--- src/rtl/sprite_pkg.sv ---
// Shared sprite constants: field widths, transparent pixel, sprite type codes
// and the in-bounds test used when gating ROM pixels.
package sprite_pkg;

  localparam int unsigned SPR_X_W    = 6;
  localparam int unsigned SPR_Y_W    = 5;
  localparam int unsigned SPR_TYPE_W = 3;
  localparam int unsigned PIX_W      = 12;

  localparam logic [PIX_W-1:0] PIX_TRANSPARENT = 12'h000;

  typedef enum logic [SPR_TYPE_W-1:0] {
    SPR_NONE   = 3'd0,
    SPR_COIN   = 3'd1,
    SPR_SHARK  = 3'd2,
    SPR_SURFER = 3'd3
  } spr_type_e;

  // True when (x,y) lies inside a w x h sprite.
  function automatic logic in_bounds(logic [SPR_X_W-1:0] x, logic [SPR_Y_W-1:0] y,
                                     int unsigned w, int unsigned h);
    return (32'(x) < w) && (32'(y) < h);
  endfunction

endpackage

--- src/rtl/sprite_rom_sched_rr_arbiter.sv ---
// Combinational round-robin arbiter: searches ptr+1, ptr+2, ... mod N and
// returns a one-hot grant plus the winner index.
module rr_arbiter #(
  parameter int unsigned N     = 4,
  parameter int unsigned IDX_W = (N > 1) ? $clog2(N) : 1
) (
  input  logic [N-1:0]     req,
  input  logic [IDX_W-1:0] ptr,
  output logic [N-1:0]     gnt,
  output logic [IDX_W-1:0] idx
);

  logic found;

  always_comb begin
    gnt   = '0;
    idx   = '0;
    found = 1'b0;
    for (int unsigned k = 1; k <= N; k++) begin
      for (int unsigned i = 0; i < N; i++) begin
        if (!found && (i == (32'(ptr) + k) % N) && req[i]) begin
          found  = 1'b1;
          gnt[i] = 1'b1;
          idx    = IDX_W'(i);
        end
      end
    end
  end

endmodule

--- src/rtl/sprite_rom_sched.sv ---
// Shares one sprite ROM among N_REQ renderers (round-robin, one lookup/clock)
// and owns the global animation frame counter. Optional: SPRITE_SCHED_PAUSE_EN.
module sprite_rom_sched
  import sprite_pkg::*;
#(
  parameter int unsigned N_REQ      = 4,
  parameter int unsigned WIDTH      = 40,
  parameter int unsigned HEIGHT     = 20,
  parameter int unsigned LOG_FRAMES = 3,
  parameter int unsigned NUM_FRAMES = 5,
  parameter int unsigned FRAME_DIV  = 8
) (
  input  logic                        clk,
  input  logic                        rst_n,
  input  logic                        tick_in,
`ifdef SPRITE_SCHED_PAUSE_EN
  input  logic                        pause_in,
`endif
  input  logic [N_REQ-1:0]            req,
  input  logic [N_REQ*SPR_X_W-1:0]    req_x,
  input  logic [N_REQ*SPR_Y_W-1:0]    req_y,
  input  logic [N_REQ*SPR_TYPE_W-1:0] req_type,
  output logic [N_REQ-1:0]            gnt,
  output logic [SPR_X_W-1:0]          rom_x,
  output logic [SPR_Y_W-1:0]          rom_y,
  output logic [SPR_TYPE_W-1:0]       rom_type,
  output logic [LOG_FRAMES-1:0]       rom_frame,
  input  logic [PIX_W-1:0]            rom_pixel,
  output logic                        pix_valid,
  output logic [2:0]                  pix_id,
  output logic [PIX_W-1:0]            pixel,
  output logic [LOG_FRAMES-1:0]       frame
);

  localparam int unsigned IDX_W = (N_REQ > 1) ? $clog2(N_REQ) : 1;
  localparam int unsigned DIV_W = (FRAME_DIV > 1) ? $clog2(FRAME_DIV) : 1;

  logic [IDX_W-1:0]      ptr_q, ptr_d;
  logic [IDX_W-1:0]      win_idx;
  logic                  pix_valid_q, pix_valid_d;
  logic [2:0]            pix_id_q, pix_id_d;
  logic [PIX_W-1:0]      pixel_q, pixel_d;
  logic [DIV_W-1:0]      div_q, div_d;
  logic [LOG_FRAMES-1:0] frame_q, frame_d;
  logic                  tick_ok;

  // Requests are masked during reset so no grant is shown while rst_n is low.
  rr_arbiter #(
    .N     (N_REQ),
    .IDX_W (IDX_W)
  ) u_arb (
    .req (req & {N_REQ{rst_n}}),
    .ptr (ptr_q),
    .gnt (gnt),
    .idx (win_idx)
  );

  // One-hot grant makes an OR-mux sufficient; all zero when nothing is granted.
  always_comb begin
    rom_x    = '0;
    rom_y    = '0;
    rom_type = '0;
    for (int unsigned i = 0; i < N_REQ; i++) begin
      if (gnt[i]) begin
        rom_x    = rom_x    | req_x[i*SPR_X_W +: SPR_X_W];
        rom_y    = rom_y    | req_y[i*SPR_Y_W +: SPR_Y_W];
        rom_type = rom_type | req_type[i*SPR_TYPE_W +: SPR_TYPE_W];
      end
    end
  end

`ifdef SPRITE_SCHED_PAUSE_EN
  assign tick_ok = tick_in & ~pause_in;
`else
  assign tick_ok = tick_in;
`endif

  always_comb begin
    ptr_d       = ptr_q;
    pix_valid_d = |gnt;
    pix_id_d    = pix_id_q;
    pixel_d     = pixel_q;
    div_d       = div_q;
    frame_d     = frame_q;
    if (|gnt) begin
      ptr_d    = win_idx;
      pix_id_d = 3'(win_idx);
      pixel_d  = in_bounds(rom_x, rom_y, WIDTH, HEIGHT) ? rom_pixel : PIX_TRANSPARENT;
    end
    if (tick_ok) begin
      if (div_q == DIV_W'(FRAME_DIV - 1)) begin
        div_d   = '0;
        frame_d = (frame_q == LOG_FRAMES'(NUM_FRAMES - 1)) ? '0 : frame_q + 1'b1;
      end else begin
        div_d = div_q + 1'b1;
      end
    end
  end

  always_ff @(posedge clk or negedge rst_n) begin
    if (!rst_n) begin
      ptr_q       <= IDX_W'(N_REQ - 1);
      pix_valid_q <= 1'b0;
      pix_id_q    <= '0;
      pixel_q     <= '0;
      div_q       <= '0;
      frame_q     <= '0;
    end else begin
      ptr_q       <= ptr_d;
      pix_valid_q <= pix_valid_d;
      pix_id_q    <= pix_id_d;
      pixel_q     <= pixel_d;
      div_q       <= div_d;
      frame_q     <= frame_d;
    end
  end

  assign pix_valid = pix_valid_q;
  assign pix_id    = pix_id_q;
  assign pixel     = pixel_q;
  assign frame     = frame_q;
  assign rom_frame = frame_q;

endmodule

--- config.mk ---
export PLATFORM = sky130hd
export DESIGN_NAME = sprite_rom_sched
export DESIGN_NICKNAME = d
export VERILOG_FILES = /design/src/rtl/sprite_pkg.sv /design/src/rtl/sprite_rom_sched_rr_arbiter.sv /design/src/rtl/sprite_rom_sched.sv
export SDC_FILE = /design/constraint.sdc
export NUM_CORES = 1
export LEC_CHECK = 0
export CAP_MARGIN = 20
export CORE_UTILIZATION = 33
export DETAILED_ROUTE_END_ITERATION = 10
export PLACE_DENSITY = 0.78
export SLEW_MARGIN = 20
export SYNTH_ARGS = -nofsm -noshare
export SYNTH_HDL_FRONTEND = slang
export SYNTH_SLANG_ARGS = --single-unit
--- constraint.sdc ---
create_clock -name clk -period 2.85 [get_ports clk]
set_input_delay 0.285 -clock clk [delete_from_list [all_inputs] [get_ports clk]]
set_output_delay 0.285 -clock clk [all_outputs]
set_load 0.01 [all_outputs]
-- After elaboration in Yosys (flattened, before gate mapping)
Cells that the tools add are included.
- flip-flop bits (word level): 23
- latch bits: 0
- RAM bits: 0
- ROM bits: 0
- bits of input ports: 75
- output and inout port bits: 40
- word-level logic and storage cells: 151
- memories kept: 0
- add/subtract/negate cells: 6
- $mul: 0
- divide/modulo/power cells: 0
- $lt $le $gt $ge: 2
- equality and inequality tests: 14
- shifts and indexed selects: 0
- multiplexer cells: 60
- bitwise gates (word level): 10
- reductions and logical operators: 53
- operators with widths (kind ; count):
    $logic_not 32->1 ; 4
    $logic_and 1x1->1 ; 32
    $mux 1 ; 31
    $mux 2 ; 14
    $mux 6 ; 4
    $mux 5 ; 4
    $mux 3 ; 6
    $or 6x6->6 ; 3
    $eq 2x2->1 const A ; 8
    $logic_not 1->1 ; 15
    $or 5x5->5 ; 3
    $mux 12 ; 1
    $or 3x3->3 ; 3
    $eq 1x2->1 const A ; 4
    $add 3x1->3 const B ; 2
    $eq 3x3->1 const B ; 2
    $lt 6x6->1 const B ; 1
    $lt 5x5->1 const B ; 1
    $add 2x1->2 const B ; 2
    $add 2x2->2 const B ; 2
    $and 4x4->4 ; 1
    $reduce_or 4->1 ; 1
    $reduce_and 2->1 ; 1

-- Longest topological paths before layout
- depth in word-level cells: 68
- gate-level depth with buffers: 10
- mapped depth without buffers: 7

-- Hierarchy
Synthesis repeated with hierarchy kept, for this count alone.
- cell total of the unflattened synthesis: 182
- area, all modules: 1695.4 µm²
- modules (own cells, without submodules) (module ; times used ; cells an instance ; area each (µm²) ; sequential area each (µm²)):
    sprite_rom_sched ; 1 ; 153 ; 1506.4 ; 578.1
    rr_arbiter ; 1 ; 29 ; 188.9 ; 0.0

-- Worst setup path after synthesis
No wires, ideal clock.
- path kind: register to register
- start: register ptr_q[0]
- end: register pixel_q[1], in the netlist pixel[1]
- setup time: 0.066 ns
- arrival time: 2.416 ns
- data required time: 2.784 ns
- slack: 0.368 ns
- cell stages (with the launch flop): 10
- path buffers: 3
- clock period less this slack: 2.482 ns
- cell sequence: dfstp_2 > buf_2 > nor2_1 > o311a_1 > buf_6 > a221o_1 > or2_1 > a221oi_2 > buf_6 > a22o_1
- cells in the longest elaborated chain, start to end: 68
- elaborated cells between the ends (all ways): 115
- those cells by class: add/sub (4); order compare (2); eq/ne (12); mux (39); bitwise (6); reduce/logical (52)
- RTL lines (what ; line ; text):
    start: declaration ; sprite_rom_sched.sv:38 ; logic [IDX_W-1:0] ptr_q, ptr_d;
    start signal: assignment ; sprite_rom_sched.sv:102 ; ptr_q <= IDX_W'(N_REQ - 1);
    start signal: assignment ; sprite_rom_sched.sv:109 ; ptr_q <= ptr_d;
    $add 2x1->2 ; sprite_rom_sched_rr_arbiter.sv:21 ; if (!found && (i == (32'(ptr) + k) % N) && req[i]) begin
    $logic_not 32->1 ; sprite_rom_sched_rr_arbiter.sv:21 ;
    $logic_and 1x1->1 ; sprite_rom_sched_rr_arbiter.sv:21 ;
    $mux 1 ; sprite_rom_sched_rr_arbiter.sv:21 ;
    $logic_not 1->1 ; sprite_rom_sched_rr_arbiter.sv:21 ;
    $logic_and 1x1->1 (2 in a row) ; sprite_rom_sched_rr_arbiter.sv:21 ;
    $mux 1 ; sprite_rom_sched_rr_arbiter.sv:21 ;
    $logic_not 1->1 ; sprite_rom_sched_rr_arbiter.sv:21 ;
    [51 not listed] ; - ;
    $logic_not 1->1 ; sprite_rom_sched_rr_arbiter.sv:21 ;
    $logic_and 1x1->1 (2 in a row) ; sprite_rom_sched_rr_arbiter.sv:21 ;
    $mux 1 ; sprite_rom_sched_rr_arbiter.sv:21 ;
    $mux 6 * ; sprite_rom_sched.sv:64 ; if (gnt[i]) begin
    net rom_x[4] ; sprite_rom_sched.sv:24 ; output logic [SPR_X_W-1:0] rom_x,
    $lt 6x6->1 * ; sprite_pkg.sv:22 ; return (32'(x) < w) && (32'(y) < h);
    $logic_and 1x1->1 * ; sprite_pkg.sv:22 ;
    $mux 12 * ; sprite_rom_sched.sv:88 ; pixel_d = in_bounds(rom_x, rom_y, WIDTH, HEIGHT) ? rom_pixel : PIX_TRANSPARENT;
    end signal: assignment ; sprite_rom_sched.sv:112 ; pixel_q <= pixel_d;
    end: declaration ; sprite_rom_sched.sv:42 ; logic [PIX_W-1:0] pixel_q, pixel_d;
The timed path passes the listed nets; every way through them passes the cells marked *.
A chain may end at the register's enable or synchronous reset.

-- Final worst setup path
- start: input req[2]
- end: output rom_y[4]
- cells in the longest elaborated chain, start to end: 56
- elaborated cells between the ends (all ways): 75
- those cells by class: mux (31); bitwise (4); reduce/logical (40)
- RTL lines (what ; line ; text):
    start: declaration ; sprite_rom_sched.sv:19 ; input logic [N_REQ-1:0] req,
    $and 4x4->4 * ; sprite_rom_sched.sv:52 ; .req (req & {N_REQ{rst_n}}),
    $logic_and 1x1->1 ; sprite_rom_sched_rr_arbiter.sv:21 ;
    $mux 1 ; sprite_rom_sched_rr_arbiter.sv:21 ;
    $logic_not 1->1 ; sprite_rom_sched_rr_arbiter.sv:21 ;
    $logic_and 1x1->1 (2 in a row) ; sprite_rom_sched_rr_arbiter.sv:21 ;
    $mux 1 ; sprite_rom_sched_rr_arbiter.sv:21 ;
    $logic_not 1->1 ; sprite_rom_sched_rr_arbiter.sv:21 ;
    $logic_and 1x1->1 (2 in a row) ; sprite_rom_sched_rr_arbiter.sv:21 ;
    [36 not listed] ; - ;
    $mux 1 ; sprite_rom_sched_rr_arbiter.sv:21 ;
    $logic_not 1->1 ; sprite_rom_sched_rr_arbiter.sv:21 ;
    $logic_and 1x1->1 (2 in a row) ; sprite_rom_sched_rr_arbiter.sv:21 ;
    $mux 1 ; sprite_rom_sched_rr_arbiter.sv:21 ;
    $logic_not 1->1 ; sprite_rom_sched_rr_arbiter.sv:21 ;
    $logic_and 1x1->1 (2 in a row) ; sprite_rom_sched_rr_arbiter.sv:21 ;
    $mux 1 ; sprite_rom_sched_rr_arbiter.sv:21 ;
    $mux 5 * ; sprite_rom_sched.sv:64 ;
    end: declaration ; sprite_rom_sched.sv:25 ; output logic [SPR_Y_W-1:0] rom_y,
Every way passes the cells marked *; elsewhere a longest branch is shown, timed or not.

==> reports/results.ini <==
[clock_network]
clockBufferDepth=2
insertion_delay_ps=260
clkSinkCount=23
cts_inserted_buffers=3
cts.clk_slew.worst_paths_ps=80
tritoncts=built
cts-root-buf=clkbuf_8
cts-htree-levels=1

[sta]
finalHoldViolations=0
timing_max_transition_violations_final=0
finalCritPeriodShare=0.968
fmax_mhz=362
fin_crit_ps=2760
final-setup-viol-count=0
fin_skew_ps=1.85
rsz0062_at_grt=no

[worst_setup_path]
cp_slowest_cell=clkdlybuf4s50_1
crit_chain=clkdlybuf4s50_1, buf_4, o21bai_1, and3_1, and2_2, buf_6, a222oi_1, nand2_1, clkdlybuf4s50_1
crit_path_start_kind=primary input
cp_common_cell=clkdlybuf4s50_1
critical_path_required_ps=2570
cp_max_fo=11
path_class=primary input to output pin
critPathTopFamily=buffers and inverters
crit_path_max_incr_delay_ps=520
path_buf_inv=4
crit_path_end_kind=output pin
crit_arrival_ps=2470

[drt]
drc=0
ant_nets=0
dr.pass1.iters=4
wl_per_cell_um=15.3
drt_iter0_drc=130
vias=1688
routed_wl_um=4900
vias_per_cell=5.26

[final_layout]
fillers=331
antenna_cells=0
most-common-layout-cells=clkdlybuf4s50_1 (104), nand2_1 (29), dfrtp_1 (21)
final_common_cell=clkdlybuf4s50_1
drive_gt1_frac=0.129
fin_nets=351
utilization=0.684
multi_input_area_um2=762
syn_to_final_growth_pct=96.7
regArea_um2=578

[floorplanning]
rows=23
dieArea_um2=4540
fp.coreArea_um2=4060
pin_count=115
start_util=0.348
dieWidth_um=67.4
dieHeight_um=67.4

[global_routing]
grtUsageMet3=0.0405
busiest_layer=met2
met2_usage=0.419
grt_pass1_wl_um=7710
antenna_found_initial=0
grt_pass1_vias=1707
gr-usage-met1=0.253
grt_use_total=0.221
grt_max_degree=23
grt.overflow.total=0

[synth]
synth_top_area_cell=dfrtp_1
ys_warn_count=0
syn_area_um2=1410
synth_edf_count=0
synth_area_leaders=dfrtp_1 (37%), a222oi_1 (8.5%), a22o_1 (8.1%)
synth_cell_types=40
ys_seq_elements=23
synth_top_cell_area_share=0.372
syn_inst=147
ys.flop_type=dfrtp_1
synth.avg_cell_area_um2=9.60
syn_nets=226
synth_async_sr_flop_share=1.00
ys_seq_area_frac=0.410

[placed_design]
gp_congestion=0.776
portBuffers=113
dp_hpwl_um=3920

[job]
maxCapViolations=0

[pwr]
leakage_nw=1.33
total_power_mw=2.07
power_density_nw_per_um2=745
peakVddDrop_uv=389

[status]
status=finished clean

[hold_path]
hp-class=primary input to asynchronous set/reset pin

==> worst reg2reg max path, stage by stage, from the launching register on <==
cell and delay, ps:
dfstp_2 590, o21ai_0 140, a221oi_2 340, nor2_4 130
a222oi_1 390, buf_4 170, nand3_1 80, a221oi_2 240
buf_4 230, a22o_1 150
==> power breakdown <==
| group | switching, mW | internal [mW] | leakage, nW |
|---|---|---|---|
| combinational | 0.524 | 0.735 | 1.03 |
| clock | 0.0953 | 0.0995 | 0.0228 |
| sequential | 0.120 | 0.492 | 0.281 |
| total | 0.740 | 1.33 | 1.33 |
==> stage by stage <==
step / setup slack, ps / hold WS [ps] / TNS [ps] / instances / cell area (um^2)
2_1_floorplan: 368 / -10.6 / 0 / 147 / 1410
3_3_place_gp: 9.57 / 485 / 0 / 315 / 2680
3_5_place_dp: -86.5 / 487 / -440 / 315 / 2680
4_1_cts: 5.89 / 480 / 0 / 319 / 2730
5_1_grt: 5.38 / 501 / 0 / 321 / 2780
6_report: 90.2 / 485 / 0 / 321 / 2780
==> cells in the mapped netlist (all sizes together) (2+ instances only) <==
cell,instances
a22o,13
o21bai,2
a21oi,2
o21ai,6
dfrtp,21
nand2,29
a222oi,12
buf,8
nor2b,3
and3,2
nor3,3
inv,4
a211o,3
nor2,5
dfstp,2
and2,2
mux2,4
nand3,2
nor4,2
clkbuf,5
a221oi,2
ha,4
==> worst paths after layout <==
path	from	endpoint	slack [ps]	cells past startpoint
min in group clk	pix_id[1]	pix_id[1]	500	2
max	req[2]	rom_y[4]	90	9
min	rst_n	ptr_q[0]	480	2
min reg2reg	pix_id[1]	pix_id[1]	500	2
max in group asynchronous	rst_n	ptr_q[1]	2030	3
max reg2reg	ptr_q[0]	pixel[10]	320	9
==> registers in the layout (all words and copies together) (netlist names) <==
register / cells
ptr_q: 2
div_q: 3
pix_id: 2
pixel: 12
frame: 3
pix_valid: 1
==> cells by family after synthesis <==
family,Yosys count,share of synthesized area
simple gates,51,0.168
mux,4,0.0319
flops,23,0.410
compound gates,47,0.285
buf+inv,17,0.0674
fa+ha+maj,4,0.0355
other cells,1,0.00266
==> routing by layer <==
metal	wire length, um	part of all wire
met5	0	0
met4	75	0.015
met3	301	0.061
met2	2620	0.53
met1	1900	0.39
==> what timing repair did <==
action	CTS	global route
buffers inserted	0	2
endpoints found under the setup margin	11	12
pin swaps	1	6
gates resized for setup	2	12
hold buffers	0	0
==> cell type report <==
type                            count  area share
Timing Repair Buffer              133       0.473
Multi-Input combinational cell    107       0.274
Sequential cell                    23       0.208
Tap cell                           50      0.0225
Clock buffer                        4      0.0162
Inverter                            4     0.00541
(Power assumes the default switching activity.)
